File: config.mk
export PLATFORM = sky130hd
export DESIGN_NAME = cheshire_tick_gen
export DESIGN_NICKNAME = d
export VERILOG_FILES = /design/src/rtl/cheshire_tick_gen.sv
export SDC_FILE = /design/constraint.sdc
export NUM_CORES = 1
export LEC_CHECK = 0
export ABC_AREA = 1
export CORE_AREA = 2 2 151 153
export DETAILED_ROUTE_END_ITERATION = 10
export DIE_AREA = 0 0 153 155
export PLACE_DENSITY = 0.61
export SYNTH_ARGS = -nofsm -noshare
export SYNTH_HDL_FRONTEND = slang
export SYNTH_SLANG_ARGS = --single-unit
File: constraint.sdc
create_clock -name clk_i -period 9.6 [get_ports clk_i]
set_input_delay 1.44 -clock clk_i [delete_from_list [all_inputs] [get_ports clk_i]]
set_output_delay 1.44 -clock clk_i [all_outputs]
set_load 0.05 [all_outputs]
File: src/rtl/cheshire_tick_gen.sv
`default_nettype none
// ============================================================================
//  Module      : cheshire_tick_gen
//  Description : Multi-channel programmable tick generator / clock divider.
//                Each channel produces a registered divided clock and a
//                one-cycle tick in the last cycle of every period. Divisor
//                updates to a running channel are held in a shadow register
//                and applied only at a period boundary.
//  Revision    : 1.0  initial release
// ============================================================================
module cheshire_tick_gen #(
    parameter int unsigned NumCh      = 2,
    parameter int unsigned DivWidth   = 16,
    parameter int unsigned DefaultDiv = 50,
    parameter int unsigned ChIdxW     = (NumCh > 1) ? $clog2(NumCh) : 1
) (
    input  logic                clk_i,
    input  logic                rst_ni,
    input  logic [NumCh-1:0]    en_i,
    input  logic                cfg_valid_i,
    output logic                cfg_ready_o,
    input  logic [ChIdxW-1:0]   cfg_ch_i,
    input  logic [DivWidth-1:0] cfg_div_i,
    output logic                cfg_err_o,
    output logic [NumCh-1:0]    pending_o,
    output logic [NumCh-1:0]    div_clk_o,
    output logic [NumCh-1:0]    tick_o
);

    localparam logic [DivWidth-1:0] DEF_DIV  = DivWidth'(DefaultDiv);
    localparam logic [DivWidth-1:0] ONE      = DivWidth'(1);
    localparam logic [DivWidth-1:0] MIN_DIV  = DivWidth'(2);
    localparam logic [ChIdxW:0]     NUM_CH_V = (ChIdxW + 1)'(NumCh);

    // Reject illegal configurations at elaboration time.
    if (NumCh < 1) begin : g_bad_numch
        $error("cheshire_tick_gen: NumCh must be at least 1");
    end
    if (DefaultDiv < 2 || (DefaultDiv >> DivWidth) != 0) begin : g_bad_default
        $error("cheshire_tick_gen: DefaultDiv must lie in 2 .. 2**DivWidth-1");
    end

    logic [NumCh-1:0] pend_q;
    logic             ch_valid;
    logic             ch_busy;
    logic             div_ok;
    logic             handshake;
    logic             accept;
    logic             reject;
    logic             err_q;

    // Handshake decode: a channel holding an unapplied divisor blocks new updates.
    always_comb begin
        ch_busy = 1'b0;
        for (int i = 0; i < int'(NumCh); i++) begin
            if (cfg_ch_i == ChIdxW'(i)) begin
                ch_busy = pend_q[i];
            end
        end
        ch_valid    = ({1'b0, cfg_ch_i} < NUM_CH_V);
        div_ok      = (cfg_div_i >= MIN_DIV);
        cfg_ready_o = ~ch_busy;
        handshake   = cfg_valid_i & cfg_ready_o;
        accept      = handshake & ch_valid & div_ok;
        reject      = handshake & ~(ch_valid & div_ok);
    end

    // Error pulse for one cycle after a rejected update.
    always_ff @(posedge clk_i or negedge rst_ni) begin
        if (!rst_ni) begin
            err_q <= 1'b0;
        end else begin
            err_q <= reject;
        end
    end

    assign cfg_err_o = err_q;
    assign pending_o = pend_q;

    for (genvar i = 0; i < int'(NumCh); i++) begin : g_ch
        logic [DivWidth-1:0] cnt_q, cnt_d;
        logic [DivWidth-1:0] div_q, div_d;
        logic [DivWidth-1:0] shd_q, shd_d;
        logic                pnd_q, pnd_d;
        logic                out_q, tick_q;
        logic                wrap;
        logic                sel;

        // Next-state: count, wrap, apply shadow at boundary or on disable, take updates.
        always_comb begin
            cnt_d = cnt_q + ONE;
            div_d = div_q;
            shd_d = shd_q;
            pnd_d = pnd_q;
            wrap  = (cnt_q == div_q - ONE);
            sel   = accept & (cfg_ch_i == ChIdxW'(i));
            if (!en_i[i] || wrap) begin
                cnt_d = '0;
                if (pnd_q) begin
                    div_d = shd_q;
                    pnd_d = 1'b0;
                end
            end
            if (sel) begin
                if (en_i[i]) begin
                    shd_d = cfg_div_i;
                    pnd_d = 1'b1;
                end else begin
                    div_d = cfg_div_i;
                end
            end
        end

        // Channel state; outputs are registered images of the next count.
        always_ff @(posedge clk_i or negedge rst_ni) begin
            if (!rst_ni) begin
                cnt_q  <= '0;
                div_q  <= DEF_DIV;
                shd_q  <= DEF_DIV;
                pnd_q  <= 1'b0;
                out_q  <= 1'b0;
                tick_q <= 1'b0;
            end else begin
                cnt_q  <= cnt_d;
                div_q  <= div_d;
                shd_q  <= shd_d;
                pnd_q  <= pnd_d;
                out_q  <= (cnt_d >= (div_d >> 1));
                tick_q <= (cnt_d == div_d - ONE);
            end
        end

        assign pend_q[i]    = pnd_q;
        assign div_clk_o[i] = out_q;
        assign tick_o[i]    = tick_q;
    end

endmodule
`default_nettype wire

==> metrics.md, run 1 <==
| Metric | Value |
|---|---|
| Status | complete, no violations |
| Latest clock arrival within the worst-skew pair | 0.36 ns |
| Synth Register Bits | 103 |
| Pre-CTS WS | 3.72 ns |
| Largest stage delay, worst path | 0.66 ns |
| Synth Area per Inst | 6.64 sq um |
| Min Hold Slack | 0.485 ns |
| Post-route ant nets | 0 |
| Pleak | 4.90 nW |
| Setup_tns | 0 ns |
| FF-to-FF path depth | 28 |
| Final Hold Fails | 0 |
| Initial DRC Count | 617 |
| DIE WIDTH | 153 microns |
| Mapped Cells | 1312 |
| Worst slew margin relative to its limit | 0.357 |
| Detailed placer's ending HPWL | 18.6 mm |
| WP data arrival | 5.85 ns |
| Crit-path slowest cell | nor4_1 |
| Tcrit/Tclk final | 0.583 |
| P per Cell Area | 179 nW/um^2 |
| Worst EP required | 9.85 ns |
| FMAX | 179 MHz |
| Layout area overhead | 8.67% |
| Post-cts sizing count | 0 |
| Final WS setup | 4.00 ns |
| Hold Crit Class | flip-flop to flip-flop |
| Antenna Cells | 0 |
| Seq/Total Area, Yosys | 0.298 |
| CTS Buf Count | 9 |
| Global-route wire length before repair | 38.1 mm |
| Final setup viols | 0 |
| Multi-input gate area | 5230 sq um |
| Die Area | 23700 sq um |
| Clk Tree Root Cell | clkbuf_16 |
| Setup Fix Bufs, Post-CTS | 0 |
| WL/cell | 14.5 microns |
| Crit path time final | 5.60 ns |
| Htree depth | 3 |
| Largest net degree at the start of global routing | 74 |
| Post-Layout Inst Area | 9460 sq um |
| Share of cells above drive strength 1 | 0.105 |
| Die Y-Extent | 155 microns |
| Most used cell along the critical path | nand2_1 |
| GP Congestion | 0.839 |
| Filler cells | 2350 |
| Slew Limit Fails | 0 |
| Via count | 7946 |
| Syn. warnings | 0 |
| Post-DR vias/cell | 4.92 |
| Slew of the pin with the lowest slew margin | 0.964 ns |
| Syn Nets | 1370 |
| Setup crit end kind | flip-flop |
| Initial antenna violation count | 0 |
| Max-Cap Viols | 0 |
| Site row count | 55 |
| Clock Pin Slew Worst Setup and Hold Paths | 0.08 ns |
| Bufs on Longest Clock Path | 2 |
| Grt ovf | 0 |
| CTS tree | yes |
| Worst setup SP type | input port |
| Mapped Area | 8710 sq um |
| Synth area leaders | dfrtp_1 (26%), nand2_1 (19%), inv_1 (7.2%) |
| IO Pins | 30 |
| Max rail drop VDD | 73.8 uV |
| Post-synth top area share | 0.262 |
| Initial Utilization | 0.392 |
| Family with the most delay on the worst path | simple AND/OR/NAND/NOR gates |
| Placed inst area | 9180 sq um |
| WP buf/inv | 5 |
| Router iterations before antenna repair | 5 |
| Vias in the first global route | 7328 |
| Post-route DRC | 0 |
| Layout Skew | 0.00901 ns |
| Final WL | 23.4 mm |
| Core area | 22200 sq um |
| Largest area contributor in the netlist | dfrtp_1 |
| Hold depth | 2 |
| Netlist cell types | 48 |
| Port Buffers | 29 |
| Register cell area after layout | 2590 sq um |
| Commonest non-fill, non-tap cell in the layout | nand2_1 |
| GRT Total Usage | 0.199 |
| Layout net count | 1382 |
| CP max FO | 16 |
| # hold bufs at CTS | 0 |
| Commonest cells after routing, fill and taps aside | nand2_1 (434), inv_1 (167), nor2_1 (114) |
| RSZ-0062 raised after global routing | no |
| CP Class | input port to flip-flop |
| WP depth | 25 |
| Sink Count | 103 |
worst reg2reg max path, delay by kind of cell, from the launching register on:
kind | cells | cell delay [ns]
simple gates | 12 | 1.39
xor+xnor | 1 | 0.15
fa+ha+maj | 2 | 0.53
flops | 1 | 0.43
compound gates | 10 | 1.68
buf+inv | 3 | 0.49
final cells by class:
type,count,share of cell area
Inverter,182,0.0722
Clock buffer,11,0.0257
Multi-Input combinational cell,995,0.552
Tap cell,285,0.0377
Timing Repair Buffer,33,0.0336
Sequential cell,103,0.274
Clock inverter,5,0.00436
synthesized netlist by cell type (all sizes together):
library cell  number
nor4               4
a211oi             1
dfstp             12
clkinv             3
o211ai             4
nand4             13
o21a               6
nor3b              3
clkbuf             7
nand2            469
nand3            117
and2               1
a31oi              1
nor2             139
ha                36
nand3b            10
buf               25
or2               10
xnor2             22
nor3              14
a21oi             26
a21boi             2
o21ai             77
xor2              33
inv              179
dfrtp             91
o21bai             5
a21o               2
worst paths after layout:
kind                       slack [ns]                    startpoint                      endpoint
max                              4.00                 cfg_div_i[14]       g_ch[0].out_q$_DFF_PN0_
min                              0.48  g_ch[1].shd_q[8]$_DFFE_PN0P_  g_ch[1].shd_q[8]$_DFFE_PN0P_
max reg2reg                      4.86    g_ch[1].div_q[0]$_DFF_PN0_       g_ch[1].out_q$_DFF_PN0_
min reg2reg                      0.48  g_ch[1].shd_q[8]$_DFFE_PN0P_  g_ch[1].shd_q[8]$_DFFE_PN0P_
max in group asynchronous        7.26                        rst_ni  g_ch[1].shd_q[0]$_DFFE_PN0P_
min in group asynchronous        1.01                        rst_ni   g_ch[1].cnt_q[13]$_DFF_PN0_
through the flow:
stage               instances  utilization  total power, W
floorplan                1312            -         0.00114
global placement         1598        0.413         0.00132
detailed placement       1598        0.413         0.00132
CTS                      1614        0.426         0.00170
global route             1614        0.426         0.00183
finish                   1614        0.426         0.00169
cells by family after synthesis:
group / synth area share
fa+ha+maj: 0.0517
compound gates: 0.0858
buf+inv: 0.102
xor+xnor: 0.0553
simple gates: 0.407
flops: 0.298
power by group:
part	switching [W]	total [W]	internal, W
combinational	0.000485	0.000745	0.000259
sequential	0.0000717	0.000576	0.000504
clock	0.000183	0.000369	0.000187
metal layers:
metal	track usage	routed length [microns]	up-vias
li1	-	-	4137
met1	0.292	12000	3654
met2	0.311	10100	135
met3	0.0203	830	20
met4	0.0573	432	0
met5	0	0	-
registers in the layout (all words and copies together), names as in the netlist:
signal	count
g_ch.out_q	2
g_ch.tick_q	2
g_ch.shd_q	32
cfg_err_o	1
g_ch.cnt_q	32
g_ch.div_q	32
g_ch.pnd_q	2
(Power assumes the default switching activity.)
==> run 2: changes to the inputs <==
==> constraint.sdc (replaced) <==
create_clock -name clk_i -period 5.2 [get_ports clk_i]
set_input_delay 0.78 -clock clk_i [delete_from_list [all_inputs] [get_ports clk_i]]
set_output_delay 0.78 -clock clk_i [all_outputs]
set_load 0.05 [all_outputs]
==> metrics.md, run 2 (synthesis gave the netlist of run 1 again) <==
| Metric | Value |
|---|---|
| Largest net degree at the start of global routing | 54 (was 74) |
| Fin cells | 1625 (was 1614) |
| Top flop regs | g_ch.cnt_q x32, g_ch.div_q x32, g_ch.shd_q x32 (unchanged) |
| Worst slew margin relative to its limit | 0.497 (was 0.357) |
| CTS tree | yes (unchanged) |
| CP Class | flip-flop to flip-flop (was input port to flip-flop) |
| FMAX | 221 MHz |
| Setup Fix Bufs, Post-CTS | 0 (unchanged) |
| Setup_tns | 0 ns (unchanged) |
| Initial DRC Count | 576 (was 617) |
| WP data arrival | 4.76 ns (was 5.85 ns) |
| Most used cell along the critical path | nand2_1 (unchanged) |
| Latest clock arrival within the worst-skew pair | 0.36 ns (about the same) |
| Clk Tree Root Cell | clkbuf_16 (unchanged) |
| Max rail drop VDD | 156 uV (was 73.8 uV) |
| Port Buffers | 29 (unchanged) |
| Post-route DRC | 0 (unchanged) |
| IO Pins | 30 (unchanged) |
| Largest stage delay, worst path | 0.41 ns (was 0.66 ns) |
| Detailed placer's ending HPWL | 18.5 mm (was 18.6 mm) |
| Post-DR vias/cell | 4.90 (was 4.92) |
| P per Cell Area | 338 nW/um^2 (was 179 nW/um^2) |
| Htree depth | 3 (unchanged) |
| Commonest cells after routing, fill and taps aside | nand2_1 (434), inv_1 (167), nor2_1 (114) (unchanged) |
| Crit path time final | 4.51 ns |
| WL/cell | 14.2 microns (was 14.5 microns) |
| Worst EP required | 5.44 ns (was 9.85 ns) |
| Utilization after layout | 0.432 (was 0.426) |
| Die Area | 23700 sq um (unchanged) |
| Share of cells above drive strength 1 | 0.113 (was 0.105) |
| Worst setup SP type | flip-flop (was input port) |
| Tcrit/Tclk final | 0.868 |
| Slew of the pin with the lowest slew margin | 0.752 ns (was 0.964 ns) |
| Final Hold Fails | 0 (unchanged) |
| Antenna Cells | 0 (unchanged) |
| Layout Skew | 0.00788 ns (was 0.00901 ns) |
| Via count | 7958 (was 7946) |
| Setup crit end kind | flip-flop (unchanged) |
| Crit-path slowest cell | dfrtp_1 (was nor4_1) |
| Layout net count | 1393 (was 1382) |
| GP Congestion | 0.875 (was 0.839) |
| Global-route wire length before repair | 38.2 mm (was 38.1 mm) |
| Hold Crit Class | input port to asynchronous set/reset pin (was flip-flop to flip-flop) |
| Die Y-Extent | 155 microns (unchanged) |
| Initial Utilization | 0.392 (unchanged) |
| Pre-CTS WS | 0.335 ns (was 3.72 ns) |
| Commonest non-fill, non-tap cell in the layout | nand2_1 (unchanged) |
| Core area | 22200 sq um (unchanged) |
| Pleak | 4.99 nW (was 4.90 nW) |
| Status | complete, no violations (unchanged) |
| Initial antenna violation count | 0 (unchanged) |
| Bufs on Longest Clock Path | 2 (unchanged) |
| Max-Cap Viols | 0 (unchanged) |
| Final setup viols | 0 (unchanged) |
| Filler cells | 2306 (was 2350) |
| Router iterations before antenna repair | 6 (was 5) |
| CTS Buf Count | 9 (unchanged) |
| Grt ovf | 0 (unchanged) |
| Post-route ant nets | 0 (unchanged) |
| DIE WIDTH | 153 microns (unchanged) |
| Final WL | 23.1 mm (was 23.4 mm) |
| Site row count | 55 (unchanged) |
| Min Hold Slack | 0.481 ns (was 0.485 ns) |
| # hold bufs at CTS | 0 (unchanged) |
| CP max FO | 21 (was 16) |
| Final WS setup | 0.685 ns (was 4.00 ns) |
| Slew Limit Fails | 0 (unchanged) |
| Clock Pin Slew Worst Setup and Hold Paths | 0.08 ns (about the same) |
| Layout area overhead | 10.4% (was 8.67%) |
| Sink Count | 103 (unchanged) |
| GRT Total Usage | 0.199 (about the same) |
| Vias in the first global route | 7394 (was 7328) |
| Placed Instances | 1609 (was 1598) |
| RSZ-0062 raised after global routing | no (unchanged) |
| Post-cts sizing count | 0 (unchanged) |
[run 2: final timing paths]
path                                                    from                           end  slack, ns  cells after the start
worst min-delay path                                  rst_ni   g_ch[1].cnt_q[13]$_DFF_PN0_       0.48                      1
max in group asynchronous                             rst_ni  g_ch[0].shd_q[0]$_DFFE_PN0P_       3.55                      2
worst max register to register    g_ch[1].div_q[0]$_DFF_PN0_       g_ch[1].out_q$_DFF_PN0_       0.69                     31
min in group clk_i              g_ch[1].shd_q[8]$_DFFE_PN0P_  g_ch[1].shd_q[8]$_DFFE_PN0P_       0.49                      2
worst min register to register  g_ch[1].shd_q[8]$_DFFE_PN0P_  g_ch[1].shd_q[8]$_DFFE_PN0P_       0.49                      2
worst max-delay path              g_ch[1].div_q[0]$_DFF_PN0_       g_ch[1].out_q$_DFF_PN0_       0.69                     31
[run 2: critical path: cells and delay by family, from the launching register on]
family,cells,cell delay [ns]
flip-flops,1,0.41
adder cells (fa/ha/maj),2,0.47
AND/OR/NAND/NOR,16,1.87
buffers and inverters,3,0.24
AO/OA/AOI/OAI,10,1.41
[run 2: metal layers]
layer,track usage,wire [microns]
met1,0.295,11900
met3,0.0209,936
met4,0.0437,229
met5,0,0
met2,0.313,10000
[run 2: final cells by class]
class | instances | area, sq um | area share
timing repair buffer | 44 | 400 | 0.0417
clock buffer | 9 | 225 | 0.0234
tap | 285 | 357 | 0.0371
inverter | 182 | 683 | 0.0711
clock inverter | 7 | 124 | 0.0129
multi-input combinational | 995 | 5230 | 0.544
sequential | 103 | 2590 | 0.270
[run 2: where the power goes]
part / switching (W) / total (W) / internal, W
Clock: 0.000342 / 0.000819 / 0.000478
Sequential: 0.000124 / 0.00105 / 0.000930
Combinational: 0.000894 / 0.00138 / 0.000484
Total: 0.00136 / 0.00325 / 0.00189
[run 2: per-stage QoR]
stage / cell area [sq um] / power [W]
after global routing: 9610 / 0.00352
final: 9610 / 0.00325
after CTS: 9610 / 0.00327
after global placement: 9260 / 0.00242
after floorplan: 8710 / 0.00211
after detailed placement: 9260 / 0.00244
